==> src/rtl/reaction_display_driver.sv <==
// ---------------------------------------------------------------------------
// reaction_display_driver
//
// Converts a 16-bit binary reaction count to five BCD digits with a
// sequential double-dabble engine. The display is an 8-digit multiplexed
// seven-segment panel. Converted digits are committed atomically, so the
// panel never shows a half-finished conversion. The scan runs continuously
// and shows one of four content modes.
//
// Conversion FSM
//   state  | meaning
//   -------+-----------------------------------------------------------
//   IDLE   | waiting for load; loads arriving here start a conversion
//   SHIFT  | 16 double-dabble iterations, one per cycle; load ignored
//   COMMIT | copy scratch BCD into displayed digits, then pulse done
//
// Ports
//   CLK100MHZ  in   system clock, rising edge
//   BTNU       in   asynchronous active-high reset
//   value[15:0] in  unsigned binary count to convert
//   load       in   single-cycle conversion request (honoured only in IDLE)
//   mode[1:0]  in   00 blank, 01 number, 10 "ALOHA", 11 dashes
//   busy       out  high during SHIFT and COMMIT
//   done       out  one-cycle pulse in the cycle new digits first appear
//   AN[7:0]    out  active-low anodes, AN[7] leftmost
//   seg[7:0]   out  active-low {DP,CG,CF,CE,CD,CC,CB,CA}
// ---------------------------------------------------------------------------
module reaction_display_driver #(
   parameter int REFRESH_DIV = 100000
) (
   input  logic        CLK100MHZ,
   input  logic        BTNU,
   input  logic [15:0] value,
   input  logic        load,
   input  logic [1:0]  mode,
   output logic        busy,
   output logic        done,
   output logic [7:0]  AN,
   output logic [7:0]  seg
);

   localparam int              DIV_W    = (REFRESH_DIV > 1) ? $clog2(REFRESH_DIV) : 1;
   localparam logic [DIV_W-1:0] DIV_LAST = DIV_W'(REFRESH_DIV - 1);

   localparam logic [7:0] SEG_OFF  = 8'hFF;
   localparam logic [7:0] SEG_DASH = 8'hBF;
   localparam logic [7:0] SEG_A    = 8'h88;
   localparam logic [7:0] SEG_L    = 8'hC7;
   localparam logic [7:0] SEG_O    = 8'hC0;
   localparam logic [7:0] SEG_H    = 8'h89;

   typedef enum logic [1:0] {
      IDLE   = 2'd0,
      SHIFT  = 2'd1,
      COMMIT = 2'd2
   } state_t;

   // ------------------------------------------------------------------
   // Conversion engine
   // ------------------------------------------------------------------
   state_t      state_q;
   logic [15:0] bin_q;
   logic [19:0] bcd_q;
   logic [4:0]  iter_q;
   logic [19:0] digits_q;
   logic        busy_q;
   logic        done_q;

   logic [19:0] bcd_adj;

   // Add-3 correction on every nibble that would overflow past 9 once doubled.
   always_comb begin
      bcd_adj = bcd_q;
      for (int n = 0; n < 5; n++) begin
         if (bcd_q[4*n +: 4] >= 4'd5) begin
            bcd_adj[4*n +: 4] = bcd_q[4*n +: 4] + 4'd3;
         end
      end
   end

   always_ff @(posedge CLK100MHZ or posedge BTNU) begin
      if (BTNU) begin
         state_q  <= IDLE;
         bin_q    <= '0;
         bcd_q    <= '0;
         iter_q   <= '0;
         digits_q <= '0;
         busy_q   <= 1'b0;
         done_q   <= 1'b0;
      end else begin
         done_q <= 1'b0;
         unique case (state_q)
            IDLE: begin
               if (load) begin
                  bin_q   <= value;
                  bcd_q   <= '0;
                  iter_q  <= '0;
                  busy_q  <= 1'b1;
                  state_q <= SHIFT;
               end
            end
            SHIFT: begin
               {bcd_q, bin_q} <= {bcd_adj[18:0], bin_q, 1'b0};
               iter_q         <= iter_q + 5'd1;
               if (iter_q == 5'd15) begin
                  state_q <= COMMIT;
               end
            end
            COMMIT: begin
               // done rises together with the new digits, so a reset landing
               // in COMMIT suppresses both.
               digits_q <= bcd_q;
               done_q   <= 1'b1;
               busy_q   <= 1'b0;
               state_q  <= IDLE;
            end
            default: begin
               busy_q  <= 1'b0;
               state_q <= IDLE;
            end
         endcase
      end
   end

   assign busy = busy_q;
   assign done = done_q;

   // ------------------------------------------------------------------
   // Refresh divider and digit index
   // ------------------------------------------------------------------
   logic [DIV_W-1:0] div_q, div_d;
   logic [2:0]       idx_q, idx_d;

   always_comb begin
      div_d = div_q + DIV_W'(1);
      idx_d = idx_q;
      if (div_q == DIV_LAST) begin
         div_d = '0;
         idx_d = idx_q + 3'd1;
      end
   end

   always_ff @(posedge CLK100MHZ or posedge BTNU) begin
      if (BTNU) begin
         div_q <= '0;
         idx_q <= '0;
      end else begin
         div_q <= div_d;
         idx_q <= idx_d;
      end
   end

   // ------------------------------------------------------------------
   // Digit content for the current slot
   // ------------------------------------------------------------------
   function automatic logic [7:0] seg_of_bcd(input logic [3:0] d);
      logic [7:0] s;
      unique case (d)
         4'd0:    s = 8'hC0;
         4'd1:    s = 8'hF9;
         4'd2:    s = 8'hA4;
         4'd3:    s = 8'hB0;
         4'd4:    s = 8'h99;
         4'd5:    s = 8'h92;
         4'd6:    s = 8'h82;
         4'd7:    s = 8'hF8;
         4'd8:    s = 8'h80;
         4'd9:    s = 8'h90;
         default: s = SEG_OFF;
      endcase
      return s;
   endfunction

   logic [3:0] d0, d1, d2, d3, d4;
   logic [4:0] num_lit;

   assign d0 = digits_q[3:0];
   assign d1 = digits_q[7:4];
   assign d2 = digits_q[11:8];
   assign d3 = digits_q[15:12];
   assign d4 = digits_q[19:16];

   // Leading-zero blanking: a digit is lit once it or any higher digit is
   // non-zero; the units digit is always lit so zero reads "0".
   always_comb begin
      num_lit[4] = (d4 != 4'd0);
      num_lit[3] = num_lit[4] | (d3 != 4'd0);
      num_lit[2] = num_lit[3] | (d2 != 4'd0);
      num_lit[1] = num_lit[2] | (d1 != 4'd0);
      num_lit[0] = 1'b1;
   end

   logic [3:0] slot_nib;
   logic       slot_num_lit;
   logic [7:0] slot_txt;
   logic       slot_in_num;
   logic       slot_in_dash;

   always_comb begin
      slot_nib     = 4'd0;
      slot_num_lit = 1'b0;
      slot_txt     = SEG_OFF;
      slot_in_num  = 1'b0;
      slot_in_dash = 1'b0;
      unique case (idx_q)
         3'd0: begin
            slot_nib = d0; slot_num_lit = num_lit[0]; slot_txt = SEG_A;
            slot_in_num = 1'b1; slot_in_dash = 1'b1;
         end
         3'd1: begin
            slot_nib = d1; slot_num_lit = num_lit[1]; slot_txt = SEG_H;
            slot_in_num = 1'b1; slot_in_dash = 1'b1;
         end
         3'd2: begin
            slot_nib = d2; slot_num_lit = num_lit[2]; slot_txt = SEG_O;
            slot_in_num = 1'b1; slot_in_dash = 1'b1;
         end
         3'd3: begin
            slot_nib = d3; slot_num_lit = num_lit[3]; slot_txt = SEG_L;
            slot_in_num = 1'b1; slot_in_dash = 1'b1;
         end
         3'd4: begin
            slot_nib = d4; slot_num_lit = num_lit[4]; slot_txt = SEG_A;
            slot_in_num = 1'b1;
         end
         default: begin
            slot_nib     = 4'd0;
            slot_num_lit = 1'b0;
            slot_txt     = SEG_OFF;
         end
      endcase
   end

   logic [7:0] an_d, seg_d, an_q, seg_q;
   logic       lit;

   always_comb begin
      lit   = 1'b0;
      seg_d = SEG_OFF;
      unique case (mode)
         2'b01: begin
            lit   = slot_in_num & slot_num_lit;
            seg_d = lit ? seg_of_bcd(slot_nib) : SEG_OFF;
         end
         2'b10: begin
            lit   = slot_in_num;
            seg_d = lit ? slot_txt : SEG_OFF;
         end
         2'b11: begin
            lit   = slot_in_dash;
            seg_d = lit ? SEG_DASH : SEG_OFF;
         end
         default: begin
            lit   = 1'b0;
            seg_d = SEG_OFF;
         end
      endcase
      an_d = lit ? ~(8'h01 << idx_q) : 8'hFF;
   end

   always_ff @(posedge CLK100MHZ or posedge BTNU) begin
      if (BTNU) begin
         an_q  <= 8'hFF;
         seg_q <= SEG_OFF;
      end else begin
         an_q  <= an_d;
         seg_q <= seg_d;
      end
   end

   assign AN  = an_q;
   assign seg = seg_q;

endmodule

==> config.mk <==
export PLATFORM = sky130hd
export DESIGN_NAME = reaction_display_driver
export DESIGN_NICKNAME = d
export VERILOG_FILES = /design/src/rtl/reaction_display_driver.sv
export SDC_FILE = /design/constraint.sdc
export NUM_CORES = 1
export LEC_CHECK = 0
export ABC_AREA = 1
export CORE_ASPECT_RATIO = 1.1
export CORE_UTILIZATION = 43
export CTS_BUF_LIST = sky130_fd_sc_hd__clkbuf_8
export DETAILED_ROUTE_END_ITERATION = 8
export SLEW_MARGIN = 20
export SYNTH_ARGS = -nofsm -noshare
export SYNTH_HDL_FRONTEND = slang
export SYNTH_SLANG_ARGS = --single-unit
==> constraint.sdc <==
create_clock -name CLK100MHZ -period 4.55 [get_ports CLK100MHZ]
set_input_delay 0.455 -clock CLK100MHZ [delete_from_list [all_inputs] [get_ports CLK100MHZ]]
set_output_delay 0.455 -clock CLK100MHZ [all_outputs]
set_load 0.005 [all_outputs]
==> summary.md, run 1 <==
| Metric | Value |
|---|---|
| Pwr/cell area | `526 mW/mm2` |
| Post-cts sizing count | `0` |
| Synth Area in Simple Gates | `0.210` |
| RD Place Congestion | `0.825` |
| Async SR Flop Fraction | `1.00` |
| Reg2reg end | `seg[6]` |
| Sequential cell area | `0.00252 mm2` |
| Hold_sp | `div_q[0]` |
| Syn avg cell area | `8.59 um2` |
| XOR/XNOR Fraction of Synth Area | `0.0269` |
| First-pass GRT wire length | `18.2 mm` |
| Pin count of the biggest net entering global routing | `72` |
| Syn_nets | `653` |
| Worst hold endpoint | `div_q[0]` |
| Number of diodes | `0` |
| RSZ-0062 raised after global routing | `no` |
| Die X | `107 um` |
| CP Class | `flip-flop to flip-flop` |
| Mux share of post-synthesis cell area | `0` |
| Worst Reg-to-Reg Cells | `12` |
| Hold_ws | `0.464 ns` |
| Vias | `3,934` |
| H-tree depth | `3` |
| CTS Hold Bufs | `0` |
| CP max FO | `10` |
| Max_cap viols | `0` |
| Crit share post-route | `0.529` |
| Num ports | `39` |
| Count of input and output buffers | `37` |
| Critical Path, Cell by Cell | `inv_4 -> ha_1 -> inv_1 -> o21ai_0 -> o21ai_2 -> inv_1 -> ha_1 -> nand3b_1 -> nand3_1 -> nand2_1 -> nand2_1 -> nand2_1` |
| Wire per inst | `12.8 um` |
| Maximum operating frequency | `415 MHz` |
| Initial antenna violation count | `0` |
| Vias in the first global route | `3,851` |
| Post-layout nets | `688` |
| Highest-count cells in the layout ignoring fill and taps | `109 x nand2_1, 85 x dfrtp_1, 80 x inv_1` |
| CP Launch Type | `flip-flop` |
| Clock Skew | `0.00874 ns` |
| TNS Setup | `0 ns` |
| Die Y | `118 um` |
| Std-Cell Rows | `41` |
| YS warnings | `0` |
| Max clock buf depth | `2` |
| Leakage | `2.85 nW` |
| Sequential share of the synthesized area | `0.483` |
| Final setup viols | `0` |
| Peak VDD IR | `290 uV` |
| CTS Root Cell | `clkbuf_8` |
| Compound-cell area share of the yosys netlist | `0.136` |
| Worst Max-Slew Pin Slew | `0.839 ns` |
| Crit-path leading delay family | `flip-flops` |
| Initial drt markers | `188` |
| Fin. max-slew vios | `0` |
| CP required | `4.85 ns` |
| Hold path cells | `1` |
| Setup Slack @ Placement | `1.85 ns` |
| Multi-input logic area | `0.00226 mm2` |
| Worst setup margin | `2.14 ns` |
| TritonRoute pass-1 iters | `4` |
| Most common cell after layout, fill and taps aside | `nand2_1` |
| Area Overhead vs Synth | `13.2%` |
| Average vias per placed instance | `4.94` |
| Gr ovfl total | `0` |
| Critical Path Most Common Cell | `nand2_1` |
| Fraction of layout cells with a size suffix above 1 | `0.110` |
| HPWL after DPL | `7.24 mm` |
| Final min period | `2.41 ns` |
| DRC | `0` |
| Critical path buffer and inverter count | `3` |
| Die ar. | `0.0126 mm2` |
| Critical Path AT | `2.71 ns` |
| Layout fillers | `1,120` |
| CTS tree | `yes` |
| R2r setup slk | `2.14 ns` |
| Adder-cell area share of the yosys netlist | `0.0600` |
| Crit. End Element | `flip-flop` |
| # Post-CTS Setup Buffers | `0` |
| Cell area after synthesis | `0.00522 mm2` |
| Placed insts | `781` |
| Area of the core | `0.0116 mm2` |
| #FFs+latches synth | `100` |
| Status | `finished, final reports clean` |
| Gr usage total | `0.181` |
| Clock-pin slew on the worst setup and hold paths | `0.09 ns` |
| Slowest CP cell | `dfrtp_1` |
| Number of synthesized flops with an enable pin | `0` |
| Min-delay worst type | `flip-flop to flip-flop` |
| Inserted Clock Buffers | `9` |
| Reg2reg start | `idx_q[2]` |
| Main synth FF type | `dfrtp_1` |
| Post-route ant nets | `0` |
| Combinational family with the most area after synthesis | `simple AND/OR/NAND/NOR gates` |
| Post-Synthesis Cells | `607` |
| CTS sink cnt | `100` |
| Post-synth cell types | `44` |
| Initial Util | `0.448` |
| Final Util | `0.507` |
| CP peak stage delay | `0.62 ns` |
| Hold Vio Cnt, Final | `0` |
| Max-slew headroom | `0.440` |
| Worst-Skew Late Latency | `0.37 ns` |
| WL final | `10.2 mm` |
| Finished Layout Cells | `797` |
registers in the layout (all words and copies together) (netlist names), 3 cells and up:
register / flops
seg: 7
bcd_q: 20
bin_q: 16
iter_q: 5
digits_q: 20
idx_q: 3
div_q: 17
AN: 8
layout make-up:
type,instances,area share
flip-flops and latches,100,0.427
multi-input cells,402,0.383
repair buffers,39,0.0653
inverters,90,0.0604
well taps,150,0.0318
clock buffers,10,0.0233
clock inverters,6,0.00911
cells by family (layout without fill, tap and decap cells):
| group | count (synthesis) | after routing |
|---|---|---|
| other cells | 1 | 1 |
| compound gates | 120 | 120 |
| flops | 100 | 100 |
| xor+xnor | 16 | 16 |
| fa+ha+maj | 25 | 25 |
| buf+inv | 105 | 145 |
| simple gates | 240 | 240 |
how the worst max path moves through the flow:
stage | from | end | slack [ns] | depth (start not counted)
after floorplan | BTNU | bcd_q[0] | 1.50 | 1
after global placement | load | bcd_q[3] | 1.97 | 6
after detailed placement | load | bin_q[2] | 1.85 | 6
after CTS | idx_q[2] | seg[6] | 2.13 | 12
after global routing | idx_q[2] | seg[3] | 1.97 | 11
final | idx_q[2] | seg[6] | 2.14 | 12
cell usage after synthesis (7+ instances only):
cell      count  area share
nand2_1     109       0.078
dfrtp_1      85        0.41
inv_1        81       0.058
o21ai_0      67       0.064
nor2_1       62       0.045
nand3_1      30       0.029
ha_1         25       0.060
xor2_1       16       0.027
dfstp_2      15       0.076
a21oi_1      12       0.012
a22oi_1      10       0.014
o22ai_1       9       0.011
clkbuf_1      8      0.0058
inv_2         7      0.0050
nor3_1        7      0.0067
metrics by stage:
step	instance area [um2]	total power [mW]
floorplan	5220	2.25
finish	5910	3.10
global route	5910	3.40
CTS	5910	3.14
detailed placement	5710	2.56
global placement	5710	2.52
report_power, final:
| part | switching (mW) | total [mW] | leakage [nW] | internal [mW] |
|---|---|---|---|---|
| registers | 0.171 | 1.36 | 1.21 | 1.19 |
| logic | 0.716 | 1.18 | 1.54 | 0.463 |
| clock network | 0.301 | 0.565 | 0.103 | 0.264 |
layer usage:
layer / up-vias / global-route usage / share of wire
li1: 2034 / - / -
met1: 1827 / 0.245 / 0.48
met2: 65 / 0.292 / 0.48
met3: 8 / 0.0249 / 0.026
met4: 0 / 0.0728 / 0.014
met5: - / 0 / 0
worst register-to-register path: cells and delay by family (launching register included):
kind                       cells  cell delay, ns
AOI/OAI and AO/OA              2            0.42
and+or+nand+nor                5            0.45
buffers and inverters          3            0.38
DFF                            1            0.62
adders and majority gates      2            0.47
Note: power is estimated with default switching activity, not from simulation.
==> inputs of run 2 (changes only) <==
- clock period: 4.55 -> 2.12 ns (I/O delays scaled with it)
==> run 2 against run 1 <==
Against the previous run: register-to-register slack lost 2.1 ns; combinational power up 130%; final area grew 5.9%; clock skew about the same; clock-buffer cell count grew 1; maximum frequency rose by 19%; sequential share of layout area is 2.4 points lower; utilization is 3.0 points higher; largest power group unchanged; total power grew 120%; critical endpoint is now seg[3]; global-route usage is 0.16 points higher.
==> summary.md, run 2 (synthesized netlist as in run 1, its figures left out) <==
| Metric | Value |
|---|---|
| CP Class | `flip-flop to flip-flop` |
| CP max FO | `6` |
| Finished Layout Cells | `822` |
| Hold_ws | `0.353 ns` |
| Placed insts | `797` |
| Clock-pin slew on the worst setup and hold paths | `0.09 ns` |
| Layout fillers | `1,065` |
| Crit. End Element | `flip-flop` |
| Max_cap viols | `0` |
| Peak VDD IR | `757 uV` |
| Die ar. | `0.0126 mm2` |
| Final Util | `0.537` |
| Worst Max-Slew Pin Slew | `0.518 ns` |
| CTS Hold Bufs | `0` |
| Die X | `107 um` |
| DRC | `0` |
| Status | `finished, final reports clean` |
| Pwr/cell area | `1100 mW/mm2` |
| CP Launch Type | `flip-flop` |
| Std-Cell Rows | `41` |
| Maximum operating frequency | `493 MHz` |
| Post-route ant nets | `0` |
| Worst-Skew Late Latency | `0.36 ns` |
| Critical Path AT | `2.32 ns` |
| Vias | `4,166` |
| Vias in the first global route | `4,002` |
| CTS sink cnt | `100` |
| Placed Area | `0.00585 mm2` |
| Biggest regs | `bcd_q (20), digits_q (20), div_q (17)` |
| Fraction of layout cells with a size suffix above 1 | `0.173` |
| Initial Util | `0.448` |
| R2r setup slk | `0.09 ns` |
| HPWL after DPL | `7.38 mm` |
| CTS tree | `yes` |
| Pin count of the biggest net entering global routing | `101` |
| Post-layout nets | `713` |
| Wire per inst | `12.8 um` |
| Number of diodes | `0` |
| Leakage | `3.01 nW` |
| Final min period | `2.03 ns` |
| TritonRoute pass-1 iters | `4` |
| Multi-input logic area | `0.00239 mm2` |
| Min-delay worst type | `input pin to asynchronous set/reset pin` |
| WL final | `10.5 mm` |
| Max clock buf depth | `2` |
| CP required | `2.41 ns` |
| RSZ-0062 raised after global routing | `yes` |
| RD Place Congestion | `0.854` |
| First-pass GRT wire length | `18.5 mm` |
| Average vias per placed instance | `5.07` |
| Crit share post-route | `0.958` |
| CTS Root Cell | `clkbuf_8` |
| Count of input and output buffers | `37` |
| H-tree depth | `3` |
| TNS Setup | `0 ns` |
| Inserted Clock Buffers | `9` |
| Final setup viols | `0` |
| Max-slew headroom | `0.654` |
| Gr ovfl total | `0` |
| Die Y | `118 um` |
| Gr usage total | `0.183` |
| Sequential cell area | `0.00252 mm2` |
| Clock Skew | `0.00915 ns` |
| Area of the core | `0.0116 mm2` |
| Area Overhead vs Synth | `19.9%` |
| Initial drt markers | `205` |
| Fin. max-slew vios | `0` |
| Initial antenna violation count | `0` |
| Post-layout instance area | `0.00625 mm2` |
| Highest-count cells in the layout ignoring fill and taps | `106 x nand2_1, 84 x dfrtp_1, 76 x inv_1` |
| Hold Vio Cnt, Final | `0` |
| Most common cell after layout, fill and taps aside | `nand2_1` |
| Num ports | `39` |
## run 2: changes by cell type in the layout (fill, tap and decap cells not counted), sizes merged
cell | before | now
buf | 2 | 27
clkinv | 5 | 3
clkbuf | 10 | 11
clkinvlp | 0 | 1
## run 2: path summary, 6_finish.rpt
check	startpoint	end	cells after the start
worst min-delay path	BTNU	div_q[0]	3
worst min register to register	div_q[0]	div_q[0]	1
worst max-delay path	idx_q[1]	seg[3]	14
worst max register to register	idx_q[1]	seg[3]	14
max in group asynchronous	BTNU	idx_q[0]	3
min in group CLK100MHZ	value[3]	bin_q[3]	3
## run 2: worst max-delay path, cell delays in order, from the launching register on
cell      delay (ns)
dfrtp_1         0.41
inv_2           0.12
ha_4            0.16
inv_2           0.04
nor2_4          0.20
nor2_4          0.07
nand3_4         0.12
o21ai_4         0.08
buf_4           0.15
ha_4            0.22
nand3b_1        0.17
inv_1           0.06
nor2_1          0.03
nor2_1          0.09
nor2_1          0.05
## run 2: layout make-up
| cell class | count | area share |
|---|---|---|
| flip-flops and latches | 100 | 0.403 |
| inverters | 90 | 0.0576 |
| clock buffers | 11 | 0.0242 |
| multi-input cells | 402 | 0.383 |
| clock inverters | 5 | 0.00840 |
| well taps | 150 | 0.0300 |
| repair buffers | 64 | 0.0936 |
## run 2: per-stage QoR
step | power [mW] | setup WS (ns)
6_report | 6.85 | 0.0900
5_1_grt | 7.48 | -0.0322
4_1_cts | 6.84 | 0.00226
3_5_place_dp | 5.55 | -0.0511
3_3_place_gp | 5.46 | 0.0364
2_1_floorplan | 4.83 | 0.0683
## run 2: routing by layer
layer  track usage  vias to the layer above  routed length (um)  part of all wire
met5             0                        -                   0                 0
met3        0.0282                       17                 313             0.030
met1         0.239                     1962                4930              0.47
met2         0.308                       86                5100              0.48
met4        0.0582                        0                 191             0.018
li1              -                     2101                   -                 -
## run 2: where the power goes
group / total [mW] / switching [mW] / internal (mW)
sequential: 2.92 / 0.369 / 2.55
combinational: 2.68 / 1.59 / 1.09
clock: 1.25 / 0.649 / 0.605
total: 6.85 / 2.60 / 4.25
## run 2: timing repair
action	CTS	global route
pin swaps	0	11
resized for setup	3	29
setup buffers	0	9
setup endpoints to repair	4	15
cloned	0	0
==> inputs of run 3 (changes only) <==
- SKIP_CTS_REPAIR_TIMING: unset -> 1
- clock period: 2.12 -> 2.6 ns (I/O delays scaled with it)
==> run 3 against run 2 <==
Against the previous run: total power is 16% lower; largest power group unchanged; clock power about the same; largest cell class unchanged; hold slack lost 0.042 ns; die area did not move; sequential power is 18% lower; highest routed layer unchanged; worst setup slack improved by 0.14 ns; final area fell by 3.7%.
==> summary.md, run 3 (synthesized netlist as in run 1, its figures left out) <==
| Metric | Value |
|---|---|
| Status | `finished, final reports clean` |
| Crit share post-route | `0.910` |
| RD Place Congestion | `0.872` |
| Number of diodes | `0` |
| Clock Skew | `0.00807 ns` |
| Critical Path AT | `2.68 ns` |
| Pwr/cell area | `952 mW/mm2` |
| Vias | `4,063` |
| Fraction of layout cells with a size suffix above 1 | `0.119` |
| Wire per inst | `13.0 um` |
| Worst Max-Slew Pin Slew | `0.797 ns` |
| Area Overhead vs Synth | `15.4%` |
| Initial antenna violation count | `0` |
| Final setup viols | `0` |
| WL final | `10.5 mm` |
| Fin. max-slew vios | `0` |
| TritonRoute pass-1 iters | `4` |
| CP max FO | `5` |
| CP Launch Type | `flip-flop` |
| Die X | `107 um` |
| Count of input and output buffers | `37` |
| CP required | `2.91 ns` |
| Clock-pin slew on the worst setup and hold paths | `0.10 ns` |
| Layout fillers | `1,086` |
| Highest-count cells in the layout ignoring fill and taps | `109 x nand2_1, 85 x dfrtp_1, 80 x inv_1` |
| Gr ovfl total | `0` |
| Final min period | `2.37 ns` |
| Inserted Clock Buffers | `9` |
| CP Class | `flip-flop to flip-flop` |
| Worst-Skew Late Latency | `0.39 ns` |
| Die ar. | `0.0126 mm2` |
| TNS Setup | `0 ns` |
| First-pass GRT wire length | `18.2 mm` |
| Min-delay worst type | `input pin to asynchronous set/reset pin` |
| Area of the core | `0.0116 mm2` |
| Biggest regs | `bcd_q (20), digits_q (20), div_q (17)` |
| Average vias per placed instance | `5.06` |
| DRC | `0` |
| Final Util | `0.517` |
| Gr usage total | `0.183` |
| CP peak stage delay | `0.44 ns` |
| CTS sink cnt | `100` |
| Leakage | `2.90 nW` |
| Worst Reg-to-Reg Cells | `12` |
| Maximum operating frequency | `423 MHz` |
| Initial drt markers | `191` |
| CTS Root Cell | `clkbuf_8` |
| Most common cell after layout, fill and taps aside | `nand2_1` |
| Peak VDD IR | `423 uV` |
| Std-Cell Rows | `41` |
| CTS tree | `yes` |
| Post-route ant nets | `0` |
| Slowest CP cell | `dfrtp_1` |
| Post-layout nets | `694` |
| Max_cap viols | `0` |
| Initial Util | `0.448` |
| Max clock buf depth | `2` |
| RSZ-0062 raised after global routing | `no` |
| HPWL after DPL | `7.57 mm` |
| H-tree depth | `3` |
| Num ports | `39` |
| Vias in the first global route | `3,901` |
| Crit. End Element | `flip-flop` |
| Die Y | `118 um` |
| Max-slew headroom | `0.468` |
| Pin count of the biggest net entering global routing | `35` |
| Hold Vio Cnt, Final | `0` |
| Critical Path, Cell by Cell | `ha_1 -> ha_1 -> inv_1 -> o21ai_0 -> o21ai_2 -> inv_1 -> ha_1 -> nand3b_1 -> nand2_1 -> nor2_1 -> nor2_1 -> nor2_1` |
[run 3: layer usage]
metal | GRT usage | share of wire | up-vias
li1 | - | - | 2052
met1 | 0.235 | 0.47 | 1906
met2 | 0.298 | 0.48 | 89
met3 | 0.0316 | 0.035 | 16
met4 | 0.0882 | 0.025 | 0
met5 | 0 | 0 | -
[run 3: cell type report]
class / count / area [um2] / share of cell area
sequential: 100 / 2520 / 0.419
clock inverter: 7 / 123 / 0.0204
inverter: 90 / 358 / 0.0594
tap: 150 / 188 / 0.0312
clock buffer: 9 / 124 / 0.0206
multi-input combinational: 402 / 2260 / 0.376
timing repair buffer: 45 / 443 / 0.0736
[run 3: final timing paths]
check / start / endpoint / slack (ns)
max: idx_q[0] / seg[5] / 0.23
min: BTNU / bcd_q[13] / 0.31
max reg2reg: idx_q[0] / seg[5] / 0.23
min reg2reg: div_q[0] / div_q[0] / 0.46
max in group asynchronous: BTNU / bin_q[11] / 1.55
min in group CLK100MHZ: value[12] / bin_q[12] / 0.41
[run 3: report_power, final]
part	switching [mW]	leakage, nW	total, mW	internal [mW]
sequential	0.299	1.21	2.38	2.08
combinational	1.27	1.57	2.11	0.839
clock	0.593	0.122	1.24	0.647
[run 3: per-stage QoR]
step	cells	instance area, um2	total power [mW]	hold WS, ns	worst slack, ns
floorplan	607	5220	3.94	0.398	0.548
global placement	787	5770	4.46	0.444	0.392
detailed placement	787	5770	4.53	0.457	0.272
CTS	803	6020	5.80	0.331	0.237
global route	803	6020	6.23	0.380	0.0387
finish	803	6020	5.73	0.311	0.235
[run 3: critical path: cells and delay by family (launching register included)]
family,cells,cell delay [ns]
compound gates,2,0.38
simple gates,5,0.46
fa+ha+maj,3,0.74
flops,1,0.44
buf+inv,2,0.26
